**config.mk**
```make
export PLATFORM = sky130hd
export DESIGN_NAME = ram_port_arbiter
export DESIGN_NICKNAME = d
export VERILOG_FILES = /design/src/rtl/ode_ram_pkg.sv /design/src/rtl/rr_picker3.sv /design/src/rtl/ram_port_arbiter.sv
export SDC_FILE = /design/constraint.sdc
export NUM_CORES = 1
export LEC_CHECK = 0
export CAP_MARGIN = 20
export CORE_AREA = 2 2 171 173
export CTS_CLUSTER_DIAMETER = 150
export DETAILED_ROUTE_END_ITERATION = 8
export DIE_AREA = 0 0 173 175
export GPL_ROUTABILITY_DRIVEN = 1
export PLACE_DENSITY = 0.47
export SETUP_SLACK_MARGIN = 0.5
export SLEW_MARGIN = 20
export SYNTH_ARGS = -nofsm -noshare
export SYNTH_HDL_FRONTEND = slang
export SYNTH_SLANG_ARGS = --single-unit
```
**constraint.sdc**
```tcl
create_clock -name clk -period 1.79 [get_ports clk]
set_input_delay 0.2685 -clock clk [delete_from_list [all_inputs] [get_ports clk]]
set_output_delay 0.2685 -clock clk [all_outputs]
set_load 0.005 [all_outputs]
```
**src/rtl/ode_ram_pkg.sv**
```systemverilog
// Shared constants and types for the ODE solver RAM port arbiter.
// The BURST state only exists when RAM_ARB_BURST_EN is defined.
package ode_ram_pkg;

  localparam int NUM_REQ           = 3;
  localparam int REQ_CORE          = 0;
  localparam int REQ_INTERP        = 1;
  localparam int REQ_HOST          = 2;
  localparam int DEF_DATA_WIDTH    = 64;
  localparam int DEF_ADDRESS_WIDTH = 10;
  localparam int DEF_MAX_BURST     = 16;

`ifdef RAM_ARB_BURST_EN
  typedef enum logic [1:0] {
    IDLE  = 2'd0,
    GRANT = 2'd1,
    BURST = 2'd2
  } arb_state_e;
`else
  typedef enum logic [0:0] {
    IDLE  = 1'b0,
    GRANT = 1'b1
  } arb_state_e;
`endif

  // Round-robin pointer to use after a one-hot winner: the requester after it.
  function automatic logic [1:0] rr_next(input logic [NUM_REQ-1:0] onehot);
    logic [1:0] ptr;
    case (onehot)
      3'b001:  ptr = 2'd1;
      3'b010:  ptr = 2'd2;
      3'b100:  ptr = 2'd0;
      default: ptr = 2'd0;
    endcase
    return ptr;
  endfunction

endpackage

```
**src/rtl/rr_picker3.sv**
```systemverilog
// Three-way round-robin picker: first set req bit at or after rr_ptr wins.
module rr_picker3
  import ode_ram_pkg::*;
(
  input  logic [NUM_REQ-1:0] req,
  input  logic [1:0]         rr_ptr,
  output logic [NUM_REQ-1:0] winner,
  output logic               valid
);

  // Priority search rotated to start at rr_ptr.
  always_comb begin
    winner = 3'b000;
    case (rr_ptr)
      2'd1: begin
        if (req[1])      winner = 3'b010;
        else if (req[2]) winner = 3'b100;
        else if (req[0]) winner = 3'b001;
        else             winner = 3'b000;
      end
      2'd2: begin
        if (req[2])      winner = 3'b100;
        else if (req[0]) winner = 3'b001;
        else if (req[1]) winner = 3'b010;
        else             winner = 3'b000;
      end
      default: begin
        if (req[0])      winner = 3'b001;
        else if (req[1]) winner = 3'b010;
        else if (req[2]) winner = 3'b100;
        else             winner = 3'b000;
      end
    endcase
  end

  assign valid = |winner;

endmodule

```
**src/rtl/ram_port_arbiter.sv**
```systemverilog
// Arbitrates three requesters onto one async-read / sync-write RAM port.
// Optional locked bursts are compiled in with RAM_ARB_BURST_EN.
module ram_port_arbiter
  import ode_ram_pkg::*;
#(
  parameter int DATA_WIDTH    = DEF_DATA_WIDTH,
  parameter int ADDRESS_WIDTH = DEF_ADDRESS_WIDTH,
  parameter int MAX_BURST     = DEF_MAX_BURST
) (
  input  logic                     clk,
  input  logic                     rst_n,
  input  logic [NUM_REQ-1:0]       req,
  input  logic [NUM_REQ-1:0]       lock,
  input  logic [NUM_REQ-1:0]       wr,
  input  logic [ADDRESS_WIDTH-1:0] addr_0,
  input  logic [ADDRESS_WIDTH-1:0] addr_1,
  input  logic [ADDRESS_WIDTH-1:0] addr_2,
  input  logic [DATA_WIDTH-1:0]    wdata_0,
  input  logic [DATA_WIDTH-1:0]    wdata_1,
  input  logic [DATA_WIDTH-1:0]    wdata_2,
  output logic [NUM_REQ-1:0]       gnt,
  output logic [DATA_WIDTH-1:0]    rdata,
  output logic [ADDRESS_WIDTH-1:0] ram_address,
  output logic [DATA_WIDTH-1:0]    ram_data_write,
  output logic                     ram_WR_signal,
  input  logic [DATA_WIDTH-1:0]    ram_data_read
);

  arb_state_e         state_r, state_s;
  logic [NUM_REQ-1:0] gnt_r, gnt_s;
  logic [1:0]         rr_ptr_r, rr_ptr_s;
  logic [NUM_REQ-1:0] pick_req_s;
  logic [NUM_REQ-1:0] winner_s;
  logic               valid_s;

`ifdef RAM_ARB_BURST_EN
  localparam int CNT_W = $clog2(MAX_BURST + 1);
  logic [CNT_W-1:0] burst_cnt_r, burst_cnt_s;
  logic             lock_hit_s;
  logic             cap_s;
`else
  logic             unused_lock_s;
  assign unused_lock_s = ^{lock, MAX_BURST[0]};
`endif

  rr_picker3 u_picker (
    .req    (pick_req_s),
    .rr_ptr (rr_ptr_r),
    .winner (winner_s),
    .valid  (valid_s)
  );

  // Next grant decision: hold a locked burst or rearbitrate among live requests.
  always_comb begin
    state_s    = IDLE;
    gnt_s      = 3'b000;
    rr_ptr_s   = rr_ptr_r;
    pick_req_s = req;
`ifdef RAM_ARB_BURST_EN
    burst_cnt_s = '0;
    lock_hit_s  = 1'b0;
    cap_s       = 1'b0;
    case (state_r)
      GRANT, BURST: begin
        lock_hit_s = |(gnt_r & lock & req);
        cap_s      = (burst_cnt_r == CNT_W'(MAX_BURST - 1));
      end
      default: begin
        lock_hit_s = 1'b0;
        cap_s      = 1'b0;
      end
    endcase
    // A burst that reached its cap sits out exactly this one decision.
    if (lock_hit_s && cap_s) begin
      pick_req_s = req & ~gnt_r;
    end else begin
      pick_req_s = req;
    end
    if (lock_hit_s && !cap_s) begin
      state_s     = BURST;
      gnt_s       = gnt_r;
      rr_ptr_s    = rr_next(gnt_r);
      burst_cnt_s = burst_cnt_r + CNT_W'(1);
    end else if (valid_s) begin
      state_s  = GRANT;
      gnt_s    = winner_s;
      rr_ptr_s = rr_next(winner_s);
    end else begin
      state_s = IDLE;
      gnt_s   = 3'b000;
    end
`else
    case (state_r)
      IDLE, GRANT: begin
        if (valid_s) begin
          state_s  = GRANT;
          gnt_s    = winner_s;
          rr_ptr_s = rr_next(winner_s);
        end else begin
          state_s = IDLE;
          gnt_s   = 3'b000;
        end
      end
      default: begin
        state_s = IDLE;
        gnt_s   = 3'b000;
      end
    endcase
`endif
  end

  // Arbiter state registers; reset cancels any grant in flight.
  always_ff @(posedge clk or negedge rst_n) begin
    if (!rst_n) begin
      state_r  <= IDLE;
      gnt_r    <= 3'b000;
      rr_ptr_r <= 2'd0;
`ifdef RAM_ARB_BURST_EN
      burst_cnt_r <= '0;
`endif
    end else begin
      state_r  <= state_s;
      gnt_r    <= gnt_s;
      rr_ptr_r <= rr_ptr_s;
`ifdef RAM_ARB_BURST_EN
      burst_cnt_r <= burst_cnt_s;
`endif
    end
  end

  // RAM port mux driven by the registered grant.
  always_comb begin
    ram_address    = '0;
    ram_data_write = '0;
    case (gnt_r)
      3'b001: begin
        ram_address    = addr_0;
        ram_data_write = wdata_0;
      end
      3'b010: begin
        ram_address    = addr_1;
        ram_data_write = wdata_1;
      end
      3'b100: begin
        ram_address    = addr_2;
        ram_data_write = wdata_2;
      end
      default: begin
        ram_address    = '0;
        ram_data_write = '0;
      end
    endcase
  end

  assign gnt           = gnt_r;
  assign ram_WR_signal = |(gnt_r & wr);
  assign rdata         = ram_data_read;

endmodule

```
==> results of run 1 <==
[sequential cells by signal (all words and copies together), names as in the netlist]
signal and cells:
rr_ptr_r 2, gnt 3
[logic make-up (layout without fill, tap and decap cells)]
family	Yosys count	in the layout	synth area share [%]
simple gates	86	86	16.0
flops	5	5	5.75
compound gates	160	160	46.4
fa+ha+maj	2	2	1.15
buf+inv	101	392	30.7
[worst paths after layout]
check                                 start             end  slack (ns)
worst max-delay path                 gnt[1]  ram_address[8]       -0.18
worst min-delay path                  rst_n     rr_ptr_r[1]        0.27
worst max register to register  rr_ptr_r[0]     rr_ptr_r[0]        0.46
worst min register to register  rr_ptr_r[0]     rr_ptr_r[0]        0.57
max in group asynchronous             rst_n          gnt[1]        1.31
min in group clk                     req[1]          gnt[1]        0.42
[power by group through the flow]
stage	Sequential [W]	Combinational, W	Clock [W]
6_report	0.000242	0.00739	0.000374
5_1_grt	0.000252	0.00800	0.000383
4_1_cts	0.000235	0.00583	0.000375
3_5_place_dp	0.000228	0.00575	0
3_3_place_gp	0.000226	0.00579	0
2_1_floorplan	0.000213	0.00243	0
[placed cells by master, fill, tap and decap left out, types with 4 or more instances in the layout]
cell type	netlist	final
buf_6	0	20
nand2_4	0	11
clkdlybuf4s50_1	0	228
nand2_1	77	49
a22oi_2	0	27
a22oi_1	75	48
dfrtp_2	0	4
buf_2	14	72
buf_12	0	15
clkbuf_16	0	12
nand2_2	0	17
o21ai_1	60	56
o21ai_2	0	18
buf_4	72	27
buf_8	0	5
[metrics by stage]
step / setup TNS (ns) / instance area (um2) / power, W / utilization (%)
after CTS: -14.92 / 5570 / 0.00644 / 19.6
after floorplan: 0 / 2210 / 0.00265 / -
after detailed placement: -20.39 / 5400 / 0.00598 / 19.0
after global placement: -19.72 / 5400 / 0.00602 / 19.0
after global routing: -13.19 / 6280 / 0.00864 / 22.1
final: -7.49 / 6280 / 0.00800 / 22.1
[routing by layer]
layer  up-vias  share of wire (%)  global-route usage [%]
met3        31                8.6                    2.72
met1      1730                 44                    10.9
met4         0                2.1                    3.00
met5         -                  0                       0
li1       1809                  -                       -
met2       251                 45                    15.3
[cell usage after synthesis]
library cell / n / share of area, %
a21boi_0: 1 / 0.35
a21o_1: 1 / 0.35
a21oi_1: 1 / 0.23
a221oi_1: 1 / 0.40
a222oi_1: 1 / 0.46
a22oi_1: 75 / 26
a31oi_1: 1 / 0.29
and3_1: 1 / 0.29
buf_2: 14 / 3.2
buf_4: 72 / 25
clkbuf_1: 10 / 1.7
dfrtp_1: 5 / 5.8
ha_1: 2 / 1.1
inv_1: 5 / 0.86
nand2_1: 77 / 13
nand2b_1: 2 / 0.57
nor2_1: 1 / 0.17
nor2b_1: 3 / 0.86
nor3b_2: 1 / 0.57
o211ai_1: 1 / 0.35
o21ai_0: 17 / 3.9
o21ai_1: 60 / 14
o22a_1: 1 / 0.40
or3_1: 1 / 0.29
[area by class of cell]
class	instances	area (um2)	area share, %
Clock buffer	4	78.8	1.26
Inverter	5	21.3	0.339
Multi-Input combinational cell	248	1790	28.5
Sequential cell	5	130	2.07
Tap cell	384	480	7.65
Timing Repair Buffer	383	3780	60.2
[timing repair]
action                     4_1_cts  5_1_grt
setup endpoints to repair       79       81
buffers inserted                 9       27
cloned                           2       15
pin swaps                        5       53
resized for setup              171      265
==> run_results.csv, run 1 <==
group,metric,value,unit
clocking,cts-hold-fix-buffers,0,
final_layout,area_growth,189,%
placement,dp_cells,972,
sta,finalClockSkew,0.00174,ns
clocking,clock_latency,0.23,ns
floorplan,die_x,173,um
power,p_sw_share,44.1,%
placement,dpl_worst_slack,-0.387,ns
global_route,grt_max_degree,38,
setup_path,crit_top_cell,"buf_6",
worst_hold_path,hold_class,"in -> async",
sta,timing.final.crit_share,110,%
global_route,track_usage,9.06,%
setup_path,arrival,1.70,ns
global_route,grt_first_pass_wirelength,21.6,mm
run_status,status,"finished with violations",
drt,vias,3821,
clocking,clock-root-buffer,"clkbuf_16",
power,p_comb_share,92.3,%
global_route,grt_pass1_vias,3705,
setup_path,crit_path_cell_trace,"nor3b_4 > buf_6 > buf_6 > clkbuf_16 > nand2_4 > o21ai_2 > buf_4 > buf_6",
global_route,overflow,0,
final_layout,fill_cells,3174,
clocking,cts.sinks,5,
final_layout,fin_nets,945,
setup_path,crit_slowest_cell,"dfrtp_2",
placement,io_buffers,307,
sta,period_minus_slack,1.97,ns
sta,setup_viol,73,
yosys,syn_inst,354,
job,cap_violations,0,
drt,via_per_inst,3.71,
clocking,clk_pin_slew,0.03,ns
sta,worst_pin_slew,0.275,ns
floorplan,dieArea,30300,um2
setup_path,rr_worst_depth,5,
drt,ant_nets,0,
setup_path,crit_cells,8,
global_route,antenna_found_initial,0,
drt,wl_per_cell,17.5,um
final_layout,n_antenna_cell,0,
drt,drc,0,
floorplan,initial_utilization,7.66,%
yosys,netlist_area,2180,um2
yosys,synth-seq-cells,5,
sta,max_slew_margin,81.6,%
floorplan,io_pins,439,
sta,hold_slack,0.268,ns
final_layout,drive_above_1_share,37.5,%
sta,final_max_slew_viol_count,0,
yosys,ys.warnings.count,0,
power,ir_worst_vdd,1.06,mV
drt,firstDrtPassIters,5,
floorplan,coreArea,28400,um2
floorplan,die_y,175,um
setup_path,critical_path_class,"reg -> out",
sta,hold_viol,0,
placement,hpwl,11.3,mm
setup_path,required,1.52,ns
final_layout,stdcell_count,1029,
clocking,clock_path_buffers,2,
run_status,violations,"setup timing",
clocking,cts_buffers,3,
yosys,ys_seq_area_share,5.75,%
power,p_switching,0.00353,W
sta,rsz0062_at_grt,"true",
power,seqPwrFrac,3.0,%
placement,gp_congestion,0.859,
yosys,synth.distinct_cells,24,
yosys,syn_area_per_cell,6.15,um2
drt,finalWirelength,18.0,mm
drt,drt_iter0_drc,101,
setup_path,cp_max_fo,6,
setup_path,crit_buf_inv,5,
clocking,htree_levels,1,
setup_path,path_delay_family,"buffers and inverters",
setup_path,start_kind,"flip-flop",
power,internal_power,0.00447,W
setup_path,critPathMaxStageDelay,0.44,ns
clocking,cts_tree,"yes",
power,power_density,1270,nW/um2
sta,layout_setup_ws,-0.179,ns
yosys,syn_nets,653,
power,power.share.clock,4.7,%
floorplan,num_rows,62,
power,leakage,2.50,nW
setup_path,critPathCaptureType,"primary output",
sta,fmax,0.508,GHz
No activity file was read; power rests on OpenSTA's default activity.
==> run 2, diff against run 1 <==
CELL_PAD_IN_SITES_DETAIL_PLACEMENT = 1   (was unset)
CELL_PAD_IN_SITES_GLOBAL_PLACEMENT = 2   (was unset)
CORE_AREA = 2 2 170 172   (was 2 2 171 173)
DIE_AREA = 0 0 172 174   (was 0 0 173 175)
PLACE_DENSITY = 0.95   (was 0.47)
==> run 2 against run 1 <==
Against the previous run:
- the flow still finishes with violations (setup timing)
- global-route usage increased by 0.81 points
- via count increased by 5.9%
- register-to-register slack got worse by 0.08 ns
- total power increased by 15%
==> run_results.csv, run 2 (synthesis gave the netlist of run 1 again) <==
group,metric,value,unit
setup_path,rr_worst_depth,4,
power,power,0.00918,W
drt,ant_nets,0,
run_status,violations,"setup timing",
job,cap_violations,0,
final_layout,stdcell_count,1050,
placement,dp_cells,975,
final_layout,n_antenna_cell,0,
setup_path,required,1.52,ns
placement,hpwl,12.6,mm
drt,firstDrtPassIters,4,
drt,vias,4046,
power,leakage,2.68,nW
clocking,clock-root-buffer,"clkbuf_16",
drt,wl_per_cell,20.6,um
floorplan,die_x,172,um
floorplan,die_y,174,um
global_route,grt_pass1_vias,4058,
setup_path,critical_path_class,"reg -> out",
setup_path,r2r-end,"rr_ptr_r[0]",
setup_path,start_kind,"flip-flop",
final_layout,largest_reg_flops,3,
setup_path,arrival,1.76,ns
placement,io_buffers,307,
worst_hold_path,hold_class,"in -> async",
sta,tns,-11.06,ns
sta,final_max_slew_viol_count,0,
global_route,antenna_found_initial,0,
final_layout,multi_input_area,1990,um2
floorplan,dieArea,29900,um2
final_layout,mostFrequentLayoutCells,"clkdlybuf4s50_1, buf_2, a22oi_2",
sta,period_minus_slack,2.03,ns
setup_path,r2r-start,"rr_ptr_r[1]",
placement,gp_congestion,0.752,
clocking,cts-hold-fix-buffers,0,
power,power_density,1350,nW/um2
sta,timing.final.crit_share,113,%
global_route,grt_max_degree,40,
drt,drt_iter0_drc,132,
run_status,status,"finished with violations",
placement,dpl_worst_slack,-0.374,ns
drt,finalWirelength,21.6,mm
clocking,cts.sinks,5,
clocking,clock_latency,0.24,ns
sta,rsz0062_at_grt,"true",
sta,worst_pin_slew,0.480,ns
drt,via_per_inst,3.85,
setup_path,rrSetupSlack,0.38,ns
setup_path,cp_max_fo,5,
sta,fmax,0.493,GHz
placement,dpl-instance-area,5410,um2
global_route,overflow,0,
clocking,cts_tree,"yes",
drt,drc,0,
final_layout,fin_nets,966,
clocking,clk_pin_slew,0.04,ns
final_layout,fill_cells,3339,
sta,hold_viol,0,
floorplan,initial_utilization,7.71,%
final_layout,final_design_area_no_fill,6790,um2
sta,max_slew_margin,68.0,%
clocking,clock_path_buffers,2,
clocking,cts_buffers,3,
sta,layout_setup_ws,-0.238,ns
sta,setup_viol,74,
sta,finalClockSkew,0.00417,ns
setup_path,critPathCaptureType,"primary output",
power,ir_worst_vdd,0.709,mV
final_layout,regArea,130,um2
final_layout,drive_above_1_share,46.1,%
clocking,htree_levels,1,
global_route,track_usage,9.86,%
floorplan,io_pins,439,
global_route,grt_first_pass_wirelength,22.8,mm
final_layout,area_growth,212,%
floorplan,coreArea,28200,um2
final_layout,layout_commonest_cell,"clkdlybuf4s50_1",
floorplan,num_rows,62,
[run 2: worst max path at each step]
stage,from,endpoint,slack [ns],depth (start not counted)
4_1_cts,gnt[2],ram_data_write[38],-0.51,6
2_1_floorplan,gnt[0],ram_data_write[10],0.38,6
3_5_place_dp,gnt[2],ram_data_write[38],-0.37,5
5_1_grt,gnt[2],ram_data_write[38],-0.31,7
6_report,gnt[2],ram_data_write[45],-0.24,8
3_3_place_gp,gnt[2],ram_data_write[38],-0.31,5
[run 2: layout make-up]
class                           instances  share of cell area (%)
Timing Repair Buffer                  404                    60.2
Multi-Input combinational cell        248                    29.3
Tap cell                              384                    7.08
Sequential cell                         5                    1.92
Clock buffer                            4                    1.16
Inverter                                5                   0.313
[run 2: layer usage]
layer,part of all wire [%],wire (um),global-route usage [%],vias up
li1,-,-,-,1848
met1,42,8990,10.8,1931
met2,49,10500,18.3,228
met3,8.0,1720,2.71,39
met4,2.0,423,2.91,0
met5,0,0,0,-
[run 2: repair_timing]
item / in CTS / in global routing
setup buffers: 6 / 43
pin swaps: 8 / 62
gates resized for setup: 120 / 371
setup endpoints to repair: 82 / 83
cloned: 2 / 20
[run 2: where the power goes]
| group | internal [W] | total (W) | leakage (nW) | switching (W) |
|---|---|---|---|---|
| Clock | 0.000297 | 0.000389 | 0.0382 | 0.0000919 |
| Sequential | 0.000169 | 0.000247 | 0.0591 | 0.0000785 |
| Combinational | 0.00460 | 0.00854 | 2.58 | 0.00394 |
| Total | 0.00507 | 0.00918 | 2.68 | 0.00411 |
[run 2: metrics by stage]
step                hold WS, ns  utilization, %
floorplan               -0.0271               -
global placement          0.528            19.1
detailed placement        0.537            19.1
CTS                       0.289            19.9
global route              0.300            24.0
finish                    0.280            24.0
[run 2: worst max-delay path: stages, from the launching register on]
cell	delay, ns
dfrtp_2	0.45
nor2b_4	0.16
buf_6	0.14
buf_12	0.14
buf_8	0.14
buf_6	0.11
a22oi_2	0.15
o21ai_1	0.08
buf_2	0.13
==> run 3, diff against run 2 <==
SETUP_SLACK_MARGIN = unset   (was 0.5)
==> run 3 against run 2 <==
Against the previous run:
- the run still ends with setup timing left
- combinational power fell by 14%
- clock skew rose by 0.0033 ns
- cell area fell by 12%
- sequential power fell by 11%
- maximum frequency rose by 1.6%
- first-iteration DRC count fell by 11%
- via count fell by 2.9%
- count of clock-buffer cells in the layout did not move
- utilization fell by 2.9 points
- worst setup slack improved by 0.031 ns
- critical path type unchanged
- largest power group unchanged
==> run_results.csv, run 3 (synthesis gave the netlist of run 1 again) <==
group,metric,value,unit
placement,hpwl,11.8,mm
setup_path,critPathLaunch,"gnt[1]",
global_route,grt_pass1_vias,4019,
clocking,clock_latency,0.24,ns
sta,hold_slack,0.263,ns
final_layout,fill_cells,3390,
clocking,cts_tree,"yes",
drt,ant_nets,0,
floorplan,io_pins,439,
clocking,clock_path_buffers,2,
clocking,clk_pin_slew,0.04,ns
setup_path,r2r-end,"rr_ptr_r[0]",
sta,layout_setup_ws,-0.207,ns
drt,drt_iter0_drc,117,
placement,gp_congestion,0.737,
final_layout,stdcell_count,1023,
final_layout,area_growth,175,%
floorplan,dieArea,29900,um2
clocking,clock-root-buffer,"clkbuf_16",
run_status,status,"finished with violations",
power,leakage,2.33,nW
final_layout,layout_commonest_cell,"clkdlybuf4s50_1",
sta,finalClockSkew,0.00743,ns
floorplan,num_rows,62,
setup_path,cp_max_fo,6,
final_layout,largest_reg_flops,3,
clocking,htree_levels,1,
drt,wl_per_cell,19.8,um
sta,rsz0062_at_grt,"true",
global_route,track_usage,10.9,%
sta,max_slew_margin,71.9,%
drt,finalWirelength,20.3,mm
sta,timing.final.crit_share,112,%
floorplan,die_y,174,um
sta,worst_pin_slew,0.422,ns
global_route,antenna_found_initial,2,
sta,fmax,0.501,GHz
setup_path,start_kind,"flip-flop",
floorplan,initial_utilization,7.71,%
worst_hold_path,hold_class,"in -> async",
floorplan,coreArea,28200,um2
global_route,overflow,0,
setup_path,r2r-start,"rr_ptr_r[0]",
drt,firstDrtPassIters,4,
sta,setup_viol,72,
job,cap_violations,0,
sta,hold_viol,0,
power,power_density,1330,nW/um2
setup_path,rr_worst_depth,5,
drt,vias,3929,
final_layout,fin_nets,937,
drt,drc,0,
placement,dp_cells,963,
final_layout,drive_above_1_share,28.9,%
clocking,cts_buffers,3,
setup_path,rrSetupSlack,0.08,ns
final_layout,mostFrequentLayoutCells,"clkdlybuf4s50_1, buf_2, o21ai_1, a22oi_1, nand2_1",
drt,via_per_inst,3.84,
setup_path,critical_path_class,"reg -> out",
power,ir_worst_vdd,0.695,mV
setup_path,arrival,1.73,ns
sta,period_minus_slack,2.00,ns
clocking,cts-hold-fix-buffers,0,
clocking,cts.sinks,5,
sta,final_max_slew_viol_count,0,
floorplan,die_x,172,um
global_route,grt_first_pass_wirelength,24.2,mm
placement,io_buffers,307,
global_route,grt_max_degree,41,
run_status,violations,"setup timing",
sta,tns,-9.99,ns
setup_path,required,1.52,ns
setup_path,critPathCaptureType,"primary output",
-- run 3: cell types whose count changed in the layout (fill, tap and decap cells not counted), sizes merged --
cell,before,now
diode,0,2
clkbuf,27,10
clkdlybuf4s50,228,231
bufbuf,0,1
buf,150,135
dlymetal6s2s,2,0
clkdlybuf4s15,0,1
-- run 3: how the worst max path moves through the flow --
stage	end	slack (ns)	cells past startpoint
after floorplan	ram_data_write[10]	0.36	5
after global placement	ram_data_write[42]	-0.31	5
after detailed placement	ram_data_write[42]	-0.34	5
after CTS	ram_data_write[51]	-0.47	5
after global routing	ram_data_write[37]	-0.29	9
final	ram_data_write[37]	-0.21	9
-- run 3: layout make-up --
type | instances | area [um2] | area share, %
sequential | 5 | 129 | 2.16
tap | 384 | 480 | 8.04
multi-input combinational | 248 | 1500 | 25.1
timing repair buffer | 375 | 3760 | 63.0
inverter | 5 | 18.8 | 0.314
antenna | 2 | 5.00 | 0.0838
clock buffer | 4 | 78.8 | 1.32
-- run 3: repair_timing --
action | CTS | global route
endpoints found under the setup margin | 76 | 75
cloned | 8 | 8
buffers inserted | 30 | 15
pin swaps | 12 | 6
gates resized for setup | 347 | 42
-- run 3: per-layer routing --
| metal | vias to the layer above | part of all wire, % | global-route usage [%] |
|---|---|---|---|
| met4 | 0 | 2.4 | 2.91 |
| met5 | - | 0 | 0 |
| li1 | 1786 | - | - |
| met3 | 38 | 9.4 | 2.69 |
| met2 | 258 | 48 | 20.2 |
| met1 | 1847 | 40 | 12.2 |
-- run 3: critical path, cell delays in order, from the launching register on --
cell and delay (ns):
dfrtp_2 0.42, nor3b_4 0.24, buf_12 0.16, buf_12 0.12, buf_16 0.12, buf_6 0.10
buf_6 0.10, nand2_1 0.04, o21ai_1 0.06, buf_2 0.12
-- run 3: metrics by stage --
step	cell area, um2	util [%]	setup WS, ns	power, W
after floorplan	2180	-	0.362	0.00256
after global placement	5310	18.8	-0.308	0.00573
after detailed placement	5310	18.8	-0.342	0.00585
after CTS	5800	20.6	-0.465	0.00750
after global routing	5970	21.2	-0.285	0.00852
final	5980	21.2	-0.207	0.00793
-- run 3: report_power, final --
part,switching [W],internal [W]
clock,0.0000871,0.000297
sequential,0.0000531,0.000167
combinational,0.00344,0.00388
total,0.00358,0.00435
